### src/rtl/xrv_mem_arb.sv
// Single-ported memory arbiter for xrv: data accesses win, fetch gets a bounded-starvation guarantee.
// Optional read watchdog enabled by defining XRV_ARB_TIMEOUT_EN.
module xrv_mem_arb #(
  parameter int D_MAX   = 4,
  parameter int TIMEOUT = 255
) (
  input  logic        clk,
  input  logic        rst,
  input  logic        i_req,
  input  logic [31:0] i_addr,
  output logic        i_ready,
  output logic [31:0] i_data,
  input  logic        d_rd_req,
  input  logic        d_wr_req,
  input  logic [31:0] d_addr,
  input  logic [3:0]  d_be,
  input  logic [31:0] d_wr_data,
  output logic        d_rd_ready,
  output logic        d_wr_ready,
  output logic [31:0] d_rd_data,
  output logic        m_req,
  output logic        m_we,
  output logic [31:0] m_addr,
  output logic [3:0]  m_be,
  output logic [31:0] m_wdata,
  input  logic        m_gnt,
  input  logic        m_rvalid,
  input  logic [31:0] m_rdata,
  output logic        err
);

  localparam logic [1:0] S_IDLE = 2'd0;
  localparam logic [1:0] S_REQ  = 2'd1;
  localparam logic [1:0] S_WAIT = 2'd2;
  localparam logic [1:0] S_RESP = 2'd3;

  localparam logic [1:0] OWN_I  = 2'd0;
  localparam logic [1:0] OWN_DR = 2'd1;
  localparam logic [1:0] OWN_DW = 2'd2;

  logic [1:0]  state_q, state_d;
  logic [1:0]  owner_q, owner_d;
  logic        m_we_q, m_we_d;
  logic [31:0] m_addr_q, m_addr_d;
  logic [3:0]  m_be_q, m_be_d;
  logic [31:0] m_wdata_q, m_wdata_d;
  logic [31:0] rdata_q, rdata_d;
  logic [2:0]  starve_q, starve_d;
  logic        fetch_first;
  logic        data_req;

`ifdef XRV_ARB_TIMEOUT_EN
  logic [7:0]  wcnt_q, wcnt_d;
  logic        to_q, to_d;
`else
  logic        unused_timeout;
  assign unused_timeout = |8'(TIMEOUT);
`endif

  // D_MAX is expected to fit the 3-bit saturating counter (0..7).
  assign fetch_first = i_req && (starve_q == 3'(D_MAX));
  assign data_req    = d_wr_req || d_rd_req;

  always_comb begin
    state_d   = state_q;
    owner_d   = owner_q;
    m_we_d    = m_we_q;
    m_addr_d  = m_addr_q;
    m_be_d    = m_be_q;
    m_wdata_d = m_wdata_q;
    rdata_d   = rdata_q;
    starve_d  = starve_q;
`ifdef XRV_ARB_TIMEOUT_EN
    wcnt_d    = wcnt_q;
    to_d      = 1'b0;
`endif
    case (state_q)
      S_IDLE: begin
        if (fetch_first || (i_req && !data_req)) begin
          state_d   = S_REQ;
          owner_d   = OWN_I;
          m_we_d    = 1'b0;
          m_addr_d  = i_addr;
          m_be_d    = 4'hF;
          m_wdata_d = '0;
          starve_d  = '0;
        end else if (data_req) begin
          state_d   = S_REQ;
          owner_d   = d_wr_req ? OWN_DW : OWN_DR;
          m_we_d    = d_wr_req;
          m_addr_d  = d_addr;
          m_be_d    = d_be;
          m_wdata_d = d_wr_req ? d_wr_data : '0;
          if (i_req) starve_d = (starve_q == 3'd7) ? starve_q : starve_q + 3'd1;
          else       starve_d = '0;
        end else begin
          starve_d = '0;
        end
      end
      S_REQ: begin
        if (m_gnt) begin
          state_d = m_we_q ? S_RESP : S_WAIT;
`ifdef XRV_ARB_TIMEOUT_EN
          wcnt_d  = 8'd1;
`endif
        end
      end
      S_WAIT: begin
        if (m_rvalid) begin
          rdata_d = m_rdata;
          state_d = S_RESP;
        end
`ifdef XRV_ARB_TIMEOUT_EN
        // Counter holds cycles elapsed since the grant edge.
        else if (wcnt_q == 8'(TIMEOUT - 1)) begin
          rdata_d = '0;
          to_d    = 1'b1;
          state_d = S_RESP;
        end else begin
          wcnt_d = wcnt_q + 8'd1;
        end
`endif
      end
      default: state_d = S_IDLE;
    endcase
  end

  always_ff @(posedge clk or posedge rst) begin
    if (rst) begin
      state_q   <= S_IDLE;
      owner_q   <= OWN_I;
      m_we_q    <= 1'b0;
      m_addr_q  <= '0;
      m_be_q    <= '0;
      m_wdata_q <= '0;
      rdata_q   <= '0;
      starve_q  <= '0;
`ifdef XRV_ARB_TIMEOUT_EN
      wcnt_q    <= '0;
      to_q      <= 1'b0;
`endif
    end else begin
      state_q   <= state_d;
      owner_q   <= owner_d;
      m_we_q    <= m_we_d;
      m_addr_q  <= m_addr_d;
      m_be_q    <= m_be_d;
      m_wdata_q <= m_wdata_d;
      rdata_q   <= rdata_d;
      starve_q  <= starve_d;
`ifdef XRV_ARB_TIMEOUT_EN
      wcnt_q    <= wcnt_d;
      to_q      <= to_d;
`endif
    end
  end

  assign m_req      = (state_q == S_REQ);
  assign m_we       = m_we_q;
  assign m_addr     = m_addr_q;
  assign m_be       = m_be_q;
  assign m_wdata    = m_wdata_q;
  assign i_ready    = (state_q == S_RESP) && (owner_q == OWN_I);
  assign d_rd_ready = (state_q == S_RESP) && (owner_q == OWN_DR);
  assign d_wr_ready = (state_q == S_RESP) && (owner_q == OWN_DW);
  assign i_data     = rdata_q;
  assign d_rd_data  = rdata_q;

`ifdef XRV_ARB_TIMEOUT_EN
  assign err = (state_q == S_RESP) && to_q;
`else
  assign err = 1'b0;
`endif

endmodule
### config.mk
export PLATFORM = sky130hd
export DESIGN_NAME = xrv_mem_arb
export DESIGN_NICKNAME = d
export VERILOG_FILES = /design/src/rtl/xrv_mem_arb.sv
export SDC_FILE = /design/constraint.sdc
export NUM_CORES = 1
export LEC_CHECK = 0
export BUFFER_PORTS_ARGS = -buffer_cell sky130_fd_sc_hd__buf_2
export CAP_MARGIN = 10
export CORE_ASPECT_RATIO = 1.5
export CORE_MARGIN = 10
export CORE_UTILIZATION = 44
export DETAILED_ROUTE_END_ITERATION = 6
export GPL_TIMING_DRIVEN = 0
export PLACE_DENSITY = 0.83
export RECOVER_POWER = 100
export SYNTH_ARGS = -nofsm -noshare
export SYNTH_HDL_FRONTEND = slang
export SYNTH_SLANG_ARGS = --single-unit
### constraint.sdc
create_clock -name clk -period 4.5 [get_ports clk]
set_input_delay 0.45 -clock clk [delete_from_list [all_inputs] [get_ports clk]]
set_output_delay 0.45 -clock clk [all_outputs]
set_load 0.03 [all_outputs]
## Word-level counts from Yosys, hierarchy flattened

Index checks and enable logic that the tools add are counted.

- Register bits after elaboration: 108
- Latch bits: 0
- Memory bits (writable): 0
- Bits in read-only memories: 0
- Bits of input ports: 139
- Output and inout port bits: 138
- Memories: 0

- $add $sub $neg: 1
- Multipliers: 0
- Divide/modulo/power cells: 0
- Magnitude comparators: 0
- Eq/ne operators: 11
- Shift operators: 0
- Mux-type cells: 22
- Bitwise logic cells: 0
- Reduce and logical (&&, ||, !) cells: 15

Operators with widths:

| cell | number |
|---|---|
| $mux 32 | 5 |
| $mux 2 | 7 |
| $mux 3 | 4 |
| $mux 4 | 2 |
| $eq 2x2->1 const B | 3 |
| $eq 3x3->1 const B | 2 |
| $pmux 2 s3 | 1 |
| $reduce_and 2->1 | 3 |
| $logic_and 1x1->1 | 5 |
| $eq 2x1->1 const B | 2 |
| $logic_not 2->1 | 2 |
| $ne 4x4->1 const B | 1 |
| $add 3x1->3 const B | 1 |
| $mux 1 | 3 |
| $ne 3x3->1 const B | 1 |
| $reduce_and 3->1 | 1 |
| $logic_or 1x1->1 | 2 |
| $ne 2x1->1 const B | 1 |
| $ne 2x2->1 const B | 1 |
| $reduce_bool 2->1 | 1 |
| $logic_not 1->1 | 1 |

## Longest topological paths before layout

Gate-level depths: netlist of run 1.

- Depth after elaboration: 6
- Mapped depth: 7
- Gate-level depth less buffers: 5

## Worst setup path before layout of run 1

OpenSTA, ideal clock, no wires.

- Kind: register to output
- From: reg state_q[0]
- To: out i_ready
- Arrival: 1.306 ns
- Required time: 4.050 ns
- Slack: 2.744 ns
- Cell stages (with the launch flop): 3
- Buffers on the path: 0
- Cell sequence: dfrtp_1 -> ha_1 -> nor3b_1

- Word-level cells in the longest chain between the ends: 2

Ends and longest elaborated chain:

| element | RTL line | RTL |
|---|---|---|
| from (decl) | 41 | `logic [1:0] state_q, state_d;` |
| from (signal assigned) | 143 | `state_q <= state_d;` |
| $eq 2x2->1 | 163 | `assign i_ready = (state_q == S_RESP) && (owner_q == OWN_I);` |
| $logic_and 1x1->1 | 163 |  |
| to (decl) | 11 | `output logic i_ready,` |

No other way between the ends.

## Worst setup path in the final report of run 1

- From: reg state_q[0]
- To: reg m_addr_q[10] (netlist: m_addr[10])

- Word-level cells in the longest chain between the ends: 2

Ends and longest elaborated chain:

| element | RTL line | RTL |
|---|---|---|
| $logic_not 2->1 | 77 | `case (state_q)` |
| $reduce_and 2->1 (no source line) | - |  |
| to (signal assigned) | 146 | `m_addr_q <= m_addr_d;` |
| to (decl) | 44 | `logic [31:0] m_addr_q, m_addr_d;` |

No other way between the ends.
A chain may end at the register's enable or synchronous reset.

==> results_dict.tcl, run 1 <==
set metrics [dict create \
    r2r_cells 7 \
    final_layout_size_suffix_gt1_share_pct 33.6 \
    synth_cell_types 31 \
    die_h_um 148 \
    drc_errors 0 \
    cts.repair.resized 0 \
    cts_sinks 107 \
    synth.area.top_cells "dfrtp_1 (56%), mux2_2 (8.3%), a22o_1 (6.2%)" \
    end_kind "flip-flop" \
    finalCritPeriodShare_pct 51.1 \
    power_switching_mw 2.82 \
    clkPwrFrac_pct 14.8 \
    yosys.area_share.adder_pct 2.10 \
    gp_congestion 0.853 \
    slew_viol_final 40 \
    use_met1_pct 22.5 \
    synth_compound_area_share_pct 20.3 \
    multi_input_area_um2 1620 \
    fillers 963 \
    tns_ns 0 \
    clk_pin_slew_worst_paths_ns 0.08 \
    seq_area_um2 2680 \
    nNetsFinal 844 \
    synthSimpleGateAreaFrac_pct 3.83 \
    numCtsBuffers 9 \
    coreArea_um2 10600 \
    synth_top_family_by_area "compound AO/OA/AOI/OAI gates" \
    track_usage_pct 21.4 \
    synth_top_flop_cell "dfrtp_1" \
    period_needed_ns 2.30 \
    gr-usage-met2_pct 38.5 \
    tritoncts "yes" \
    placed_area_um2 6350 \
    p_leak_nw 3.00 \
    violations "capacitance limit, slew limit" \
    synth_seq_area_share_pct 56.1 \
    grt_pass1_wl_mm 26.7 \
    drt_iter0_markers 165 \
    ys_warn_count 0 \
    rows 46 \
    synth_area_um2 4770 \
    design_area_um2 6440 \
    arrival_ns 2.56 \
    power.total_mw 5.62 \
    min_path_type "input pin to flip-flop" \
    synth-edff-count 0 \
    cts-root-buf "clkbuf_16" \
    endpoint "m_addr[10]" \
    p_sw_share_pct 50.1 \
    use_met3_pct 7.57 \
    grt.overflow.total 0 \
    syn_area_per_cell_um2 11.6 \
    worstSetupPathType "flip-flop to flip-flop" \
    max_cap_viol_count 1 \
    num_vias 4406 \
    worstMarginPinSlew_ns 1.85 \
    synthTopCellsByCount "dfrtp_1 (107), buf_4 (38), mux2_2 (35)" \
    seq_power_share_pct 30.4 \
    initial_core_util_pct 45.0 \
    worstPathRequired_ns 4.77 \
    r2r-end "m_addr[10]" \
    die_x_um 105 \
    wl_mm 17.3 \
    grt_max_degree 69 \
    cts_max_path_buffers 2 \
    r2r_setup_slack_ns 2.20 \
    synth_top_area_share_pct 56.1 \
    maxSlewHeadroom_pct -23.8 \
    cts_setup_buffers 0 \
    synth_cells 411 \
    htreeDepth 3 \
    worstSetupStartpoint "state_q[0]" \
    synth_nets 558 \
    crit_fanout 10 \
    fmax_mhz 435 \
    synthArstFlopShare_pct 100 \
    synth_area_leader_cell "dfrtp_1" \
    io_pins 277 \
    r2r-start "state_q[0]" \
    routedWlPerCell_um 20.4 \
    antenna_found_initial 1 \
    pwr-share-comb_pct 54.8 \
    cts_hold_repair.buffers 0 \
    ant_nets 0 \
    clock_latency_ns 0.34 \
    p_per_area_nw_per_um2 873 \
    intPower_mw 2.80 \
    hpwlAfterDp_mm 14.0 \
    yosysMostFrequentCell "dfrtp_1" \
    clock_skew_ns 0.0101 \
    final-setup-viol-count 0 \
    rsz0062_at_grt "no" \
    synth_xor_area_share_pct 0 \
    finalHoldViolations 0 \
    outcome "finished with violations" \
    io_buffers 274 \
    grt_pass1_vias 4815 \
    synth_mux_area_share_pct 8.26 \
    grt.busiest_layer "met2" \
    ys_ff_latch 107 \
    dr.pass1.iters 5 \
    start_kind "flip-flop" \
    ir_drop_mv 0.304 \
    dieArea_um2 15500 \
    syn_to_final_growth_pct 35.0 \
    post_drt_via_cell_ratio 5.20 \
]
==> flip-flops by register name, summed over array words and instances, names as in the netlist <==
| signal | count |
|---|---|
| d_rd_data | 32 |
| m_addr | 32 |
| m_wdata | 32 |
| m_be | 4 |
| starve_q | 3 |
| owner_q | 2 |
| state_q | 2 |
==> critical path, cell delays in order, from the launching register on <==
cell      delay, ns
dfrtp_1        0.42
inv_1          0.10
ha_1           0.29
o31ai_1        0.17
clkbuf_1       0.52
clkbuf_1       0.42
a31oi_1        0.10
a21oi_1        0.20
==> layer usage <==
layer  vias to the layer above  share of wire (%)
li1                       2022                  -
met1                      2094                 37
met2                       258                 51
met3                        32                8.8
met4                         0                2.7
met5                         -                  0
==> stage by stage <==
| step | utilization [%] | hold WS, ns | setup WS, ns | cells |
|---|---|---|---|---|
| final | 60.8 | 0.322 | 2.20 | 847 |
| after global routing | 60.8 | 0.314 | 1.97 | 847 |
| after CTS | 63.0 | 0.164 | 2.63 | 846 |
| after detailed placement | 60.0 | 0.485 | 2.66 | 830 |
| after global placement | 59.7 | 0.483 | 0.165 | 829 |
| after floorplan | - | 0.485 | 1.23 | 411 |
==> cell families after synthesis <==
group                      count (synthesis)
AOI/OAI and AO/OA                        145
adders and majority gates                  8
buffers and inverters                     72
DFF                                      107
muxes                                     35
other                                      1
and+or+nand+nor                           43
==> layout make-up <==
class / instances / share of cell area [%]
multi-input combinational: 232 / 25.2
clock buffer: 9 / 3.50
inverter: 8 / 0.486
timing repair buffer: 275 / 19.1
clock inverter: 7 / 1.48
sequential: 107 / 41.6
antenna: 1 / 0.0389
buffer: 64 / 5.89
tap: 144 / 2.80
==> cells in the final DEF (no fill, tap or decap), types with 8 or more instances in the layout <==
cell / count
nor2_1: 34
mux2_2: 35
buf_2: 146
dfrtp_1: 107
ha_1: 8
o21ai_0: 30
clkbuf_1: 158
clkbuf_16: 9
buf_4: 34
a31oi_1: 33
a21oi_1: 32
a22o_1: 34
==> worst min-delay path by stage <==
stage	start	to	slack [ns]	cells past startpoint
after global placement	m_wdata[2]	m_wdata[2]	0.48	1
after detailed placement	m_wdata[2]	m_wdata[2]	0.49	1
final	d_wr_data[21]	m_wdata[21]	0.32	2
after CTS	rst	m_addr[5]	0.16	2
after floorplan	owner_q[0]	owner_q[0]	0.48	2
after global routing	d_wr_data[18]	m_wdata[18]	0.31	2
==> power groups by stage <==
stage / clock network [mW] / registers, mW / logic (mW)
final: 0.832 / 1.71 / 3.08
after CTS: 0.849 / 1.69 / 3.31
after global routing: 0.888 / 1.77 / 3.29
after global placement: 0 / 1.67 / 3.21
after detailed placement: 0 / 1.71 / 3.30
after floorplan: 0 / 2.52 / 1.46
Note: power is estimated with default switching activity, not from simulation.
==> inputs of run 2 (changes only) <==
- ABC_AREA: default -> 1
- CORE_UTILIZATION: 44 -> 41
- PLACE_DENSITY: 0.83 -> 0.8
- clock period: 4.5 -> 1.9 ns (I/O delays scaled with it)
==> run 2 against run 1 <==
The run ends with hold timing left; setup slack worse by 2.0 ns; critical path depth unchanged; worst hold slack got worse by 0.33 ns; total power rose by 130%; die area increased by 14%; combinational power up 130%; via count increased by 9.7%; clock power up 130%; flip-flop and latch count unchanged; utilization fell by 5.3 points; count of clock-buffer cells in the layout grew 1; critical path type unchanged; largest power group unchanged; highest routed layer unchanged.
==> results_dict.tcl, run 2 <==
set metrics [dict create \
    final_common_cell "nand2_1" \
    nNetsFinal 1037 \
    slew_viol_final 0 \
    pwr-share-comb_pct 54.4 \
    finalCritPeriodShare_pct 91.3 \
    p_sw_share_pct 50.3 \
    clock_skew_ns 0.0110 \
    worstPathRequired_ns 2.18 \
    cts.repair.resized 0 \
    dr.pass1.iters 4 \
    violations "hold timing" \
    syn_area_per_cell_um2 8.62 \
    clkPwrFrac_pct 14.9 \
    io_pins 277 \
    synth-edff-count 0 \
    slowest_stage "dfrtp_1" \
    p_per_area_nw_per_um2 1880 \
    power_switching_mw 6.55 \
    multi_input_area_um2 1800 \
    hpwlAfterDp_mm 13.4 \
    synth_nets 750 \
    htreeDepth 3 \
    ys_ff_latch 107 \
    drt_iter0_markers 243 \
    coreArea_um2 12400 \
    worstSetupPathType "flip-flop to flip-flop" \
    crit_fanout 10 \
    numCtsBuffers 9 \
    end_kind "flip-flop" \
    ant_nets 0 \
    intPower_mw 6.47 \
    grt_pass1_vias 4953 \
    synth_cell_types 24 \
    yosys.area_share.adder_pct 1.93 \
    antenna_found_initial 0 \
    cts-root-buf "clkbuf_16" \
    period_needed_ns 1.73 \
    synth_seq_area_share_pct 51.5 \
    cp_slowest_stage_delay_ns 0.44 \
    hold_slack_ns -0.00792 \
    layout_common_cells "nand2_1 (187), clkbuf_1 (147), buf_2 (143)" \
    cts_hold_repair.buffers 0 \
    synth_top_family_by_area "simple AND/OR/NAND/NOR gates" \
    synth_area_leader_cell "dfrtp_1" \
    synth_xor_area_share_pct 0 \
    crit_family "buffers and inverters" \
    synth_top_area_share_pct 51.5 \
    synthTopCellsByCount "nand2_1 (187), dfrtp_1 (107), nand3_1 (101)" \
    cts_max_path_buffers 2 \
    rsz0062_at_grt "no" \
    p_leak_nw 3.84 \
    tritoncts "yes" \
    num_antenna_cells 0 \
    outcome "finished with violations" \
    yosysMostFrequentCell "nand2_1" \
    worstPathCellList "inv_1 > ha_1 > nand2_1 > inv_1 > clkbuf_1 > nand3_1 > nand2_1" \
    syn_to_final_growth_pct 33.1 \
    max_cap_viol_count 0 \
    synth_top_flop_cell "dfrtp_1" \
    finalHoldViolations 8 \
    dieArea_um2 17700 \
    synthArstFlopShare_pct 100 \
    rows 50 \
    num_vias 4833 \
    grt_pass1_wl_mm 25.6 \
    min_path_type "input pin to async pin" \
    grt.overflow.total 0 \
    final-setup-viol-count 0 \
    placed_area_um2 6810 \
    initial_core_util_pct 41.7 \
    synth_area_um2 5200 \
    post_drt_via_cell_ratio 4.60 \
    arrival_ns 2.02 \
    place_ws_ns 0.143 \
    routedWlPerCell_um 15.7 \
    start_kind "flip-flop" \
    track_usage_pct 17.8 \
    grt_max_degree 40 \
    fmax_mhz 577 \
    maxSlewHeadroom_pct 34.7 \
    worstMarginPinSlew_ns 0.979 \
    clock_latency_ns 0.34 \
    seq_area_um2 2680 \
    io_buffers 274 \
    die_x_um 112 \
    crit_buf_inv 3 \
    synth_mux_area_share_pct 6.93 \
    ys_warn_count 0 \
    cp_num_cells 7 \
    drc_errors 0 \
    fillers 1258 \
    synthSimpleGateAreaFrac_pct 24.4 \
    gp_congestion 0.809 \
    ir_drop_mv 0.865 \
    synth.area.top_cells "dfrtp_1 (52%), nand2_1 (14%), nand3_1 (9.7%)" \
    synth_compound_area_share_pct 1.25 \
    tns_ns 0 \
    r2r_cells 7 \
    design_area_um2 6920 \
    cts_setup_buffers 0 \
    final_layout_size_suffix_gt1_share_pct 27.5 \
    seq_power_share_pct 30.7 \
    cts_sinks 107 \
    clk_pin_slew_worst_paths_ns 0.08 \
    wl_mm 16.5 \
    synth_cells 603 \
    layout_setup_ws_ns 0.165 \
    die_h_um 158 \
    final_core_util_pct 55.5 \
]
==> run 2: layout make-up <==
class / instances / area share (%)
Buffer: 63 / 5.99
Clock buffer: 10 / 3.46
Clock inverter: 6 / 1.05
Inverter: 82 / 4.51
Multi-Input combinational cell: 351 / 26.0
Sequential cell: 107 / 38.7
Tap cell: 156 / 2.82
Timing Repair Buffer: 276 / 17.5
==> run 2: through the flow <==
step           total power, mW  hold slack [ns]  std cells
4_1_cts                   13.5           0.0465       1051
2_1_floorplan             9.22            0.318        603
3_5_place_dp              11.6            0.410       1035
3_3_place_gp              11.4            0.405       1033
6_report                  13.0         -0.00792       1051
5_1_grt                   13.8           0.0577       1051
==> run 2: logic make-up after synthesis <==
| kind of cell | after synthesis |
|---|---|
| adder cells (fa/ha/maj) | 8 |
| other | 1 |
| flip-flops | 107 |
| multiplexers | 32 |
| AO/OA/AOI/OAI | 12 |
| AND/OR/NAND/NOR | 298 |
| buffers and inverters | 145 |
==> run 2: metal layers <==
| layer | share of wire [%] | global-route usage, % | vias to the layer above |
|---|---|---|---|
| met1 | 38 | 18.7 | 2218 |
| met3 | 7.1 | 5.00 | 20 |
| met4 | 2.0 | 6.14 | 0 |
| li1 | - | - | 2414 |
| met5 | 0 | 0 | - |
| met2 | 52 | 33.2 | 181 |
==> run 2: power groups by stage <==
stage               clock (mW)  combinational, mW  sequential [mW]
floorplan                    0               3.32             5.90
global placement             0               7.44             3.94
detailed placement           0               7.57             3.98
CTS                       2.00               7.58             3.95
global route              2.08               7.64             4.13
finish                    1.94               7.08             3.99
==> run 2: final timing paths <==
| check | start | endpoint | slack, ns |
|---|---|---|---|
| hold / removal | rst | d_rd_data[0] | -0.008 |
| setup reg to reg | state_q[0] | m_wdata[17] | 0.17 |
| setup / recovery | state_q[0] | m_wdata[17] | 0.17 |
| min in group clk | d_be[3] | m_be[3] | 0.07 |
| max in group asynchronous | rst | m_wdata[7] | 0.49 |
| hold reg to reg | m_wdata[15] | m_wdata[15] | 0.47 |
==> inputs of run 3 (changes only) <==
--- a/config.mk
+++ b/config.mk
@@ -17,2 +17,3 @@
 export RECOVER_POWER = 100
+export REMOVE_ABC_BUFFERS = 1
 export SYNTH_ARGS = -nofsm -noshare
==> constraint.sdc (replaced) <==
create_clock -name clk -period 1.45 [get_ports clk]
set_input_delay 0.3625 -clock clk [delete_from_list [all_inputs] [get_ports clk]]
set_output_delay 0.3625 -clock clk [all_outputs]
set_load 0.03 [all_outputs]
==> run 3 against run 2 <==
The flow finishes with violations (setup timing); die area unchanged; critical path type unchanged; via count up 2.5%; combinational power up 60%; flip-flop and latch count unchanged; fmax up 4.1%; critical path depth up 1; clock power up 32%.
==> results_dict.tcl, run 3 (synthesized netlist as in run 2, its figures left out) <==
set metrics [dict create \
    power_switching_mw 9.56 \
    clock_skew_ns 0.0116 \
    slew_viol_final 0 \
    layout_common_cells "nand2_1 (176), buf_2 (140), clkbuf_2 (131)" \
    cts_sinks 107 \
    worstPathRequired_ns 1.67 \
    post_drt_via_cell_ratio 4.77 \
    grt_max_degree 69 \
    track_usage_pct 19.4 \
    rsz0062_at_grt "yes" \
    design_area_um2 7580 \
    syn_to_final_growth_pct 46.0 \
    tritoncts "yes" \
    clk_pin_slew_worst_paths_ns 0.08 \
    htreeDepth 3 \
    p_sw_share_pct 49.9 \
    max_cap_viol_count 0 \
    pwr-share-comb_pct 59.0 \
    cts-root-buf "clkbuf_16" \
    gp_congestion 0.813 \
    cts_hold_repair.buffers 0 \
    initial_core_util_pct 41.7 \
    outcome "finished with violations" \
    dr.pass1.iters 4 \
    power.total_mw 19.2 \
    routedWlPerCell_um 18.8 \
    num_vias 4954 \
    intPower_mw 9.60 \
    antenna_found_initial 2 \
    clock_latency_ns 0.35 \
    layout_setup_ws_ns -0.216 \
    dp.cells 974 \
    grt_pass1_vias 5018 \
    drt_iter0_markers 250 \
    coreArea_um2 12400 \
    period_needed_ns 1.67 \
    hpwlAfterDp_mm 12.4 \
    ir_drop_mv 1.22 \
    die_x_um 112 \
    start_kind "flip-flop" \
    nNetsFinal 1024 \
    numCtsBuffers 9 \
    drc_errors 0 \
    clkPwrFrac_pct 13.4 \
    grt.overflow.total 0 \
    final-setup-viol-count 108 \
    io_pins 277 \
    fmax_mhz 600 \
    p_leak_nw 4.38 \
    final_core_util_pct 60.9 \
    placed_area_um2 6450 \
    seq_power_share_pct 27.6 \
    cts_max_path_buffers 2 \
    arrival_ns 1.89 \
    final_common_cell "nand2_1" \
    p_per_area_nw_per_um2 2530 \
    grt_pass1_wl_mm 27.6 \
    min_path_type "input pin to async pin" \
    finalHoldViolations 0 \
    worstMarginPinSlew_ns 0.864 \
    crit_fanout 12 \
    end_kind "flip-flop" \
    maxSlewHeadroom_pct 42.3 \
    io_buffers 275 \
    final_layout_size_suffix_gt1_share_pct 45.9 \
    layoutNonFillerInstCount 1039 \
    rows 50 \
    finalCritPeriodShare_pct 115 \
    violations "setup timing" \
    dieArea_um2 17700 \
    wl_mm 19.5 \
    worstSetupPathType "flip-flop to flip-flop" \
    ant_nets 0 \
    die_h_um 158 \
]
[run 3: changes by cell type in the layout (fill, tap and decap cells not counted), moves of 4 or more]
cell	before	now
clkbuf_1	147	1
clkbuf_2	8	131
buf_4	37	22
nand2_1	187	176
buf_12	0	7
nand2_2	1	7
inv_1	79	74
nand2_4	0	5
ha_1	8	4
ha_4	0	4
nand2_8	0	4
[run 3: layout make-up]
type                       instances  area [µm²]
clock inverter                     5        67.6
tap                              156         195
antenna                            1        2.50
timing repair buffer             314        1910
sequential                       107        2680
inverter                          82         340
multi-input combinational        356        2030
timing repair inverter             7         118
clock buffer                      11         243
fill                            1106        4860
[run 3: path summary, 6_finish.rpt]
check,from,end,slack (ns),cells after the start
min in group clk,d_be[2],m_be[2],0.23,3
max reg2reg,state_q[0],d_rd_data[30],-0.22,8
min,rst,m_addr[17],0.18,2
max in group asynchronous,rst,owner_q[1],0.12,3
max,state_q[0],d_rd_data[30],-0.22,8
min reg2reg,m_wdata[28],m_wdata[28],0.47,2
[run 3: power by group through the flow]
stage / registers (mW) / clock network [mW] / logic [mW]
4_1_cts: 5.18 / 2.62 / 10.1
6_report: 5.28 / 2.57 / 11.3
5_1_grt: 5.44 / 2.77 / 12.0
3_5_place_dp: 5.22 / 0 / 9.24
3_3_place_gp: 5.15 / 0 / 8.92
2_1_floorplan: 8.69 / 0 / 2.49
[run 3: stage by stage]
stage	TNS [ns]	setup slack [ns]	hold WS [ns]
final	-16.78	-0.216	0.182
after floorplan	-274.81	-1.73	0.478
after global placement	-497.48	-3.01	0.449
after global routing	-27.68	-0.257	0.228
after CTS	-6.46	-0.195	0.0753
after detailed placement	-87.57	-1.41	0.453
[run 3: metal layers]
metal	global-route usage, %	part of all wire, %	vias to the layer above
met3	5.38	7.3	29
met4	6.32	2.6	2
met5	0	0.036	-
met1	20.0	36	2318
li1	-	-	2400
met2	36.6	54	205
[run 3: timing repair]
action | in CTS | in global routing
setup endpoints to repair | 106 | 111
pin swaps | 6 | 0
gates cloned | 7 | 9
gates resized for setup | 47 | 28
endpoints found under the hold margin | 0 | 0
setup buffers | 21 | 12
[run 3: worst max-delay path, stage by stage (launching register included)]
cell     delay [ns]
dfrtp_1        0.39
buf_4          0.14
inv_4          0.04
buf_4          0.13
ha_4           0.18
nand2_8        0.09
buf_12         0.11
buf_16         0.13
mux2_2         0.34
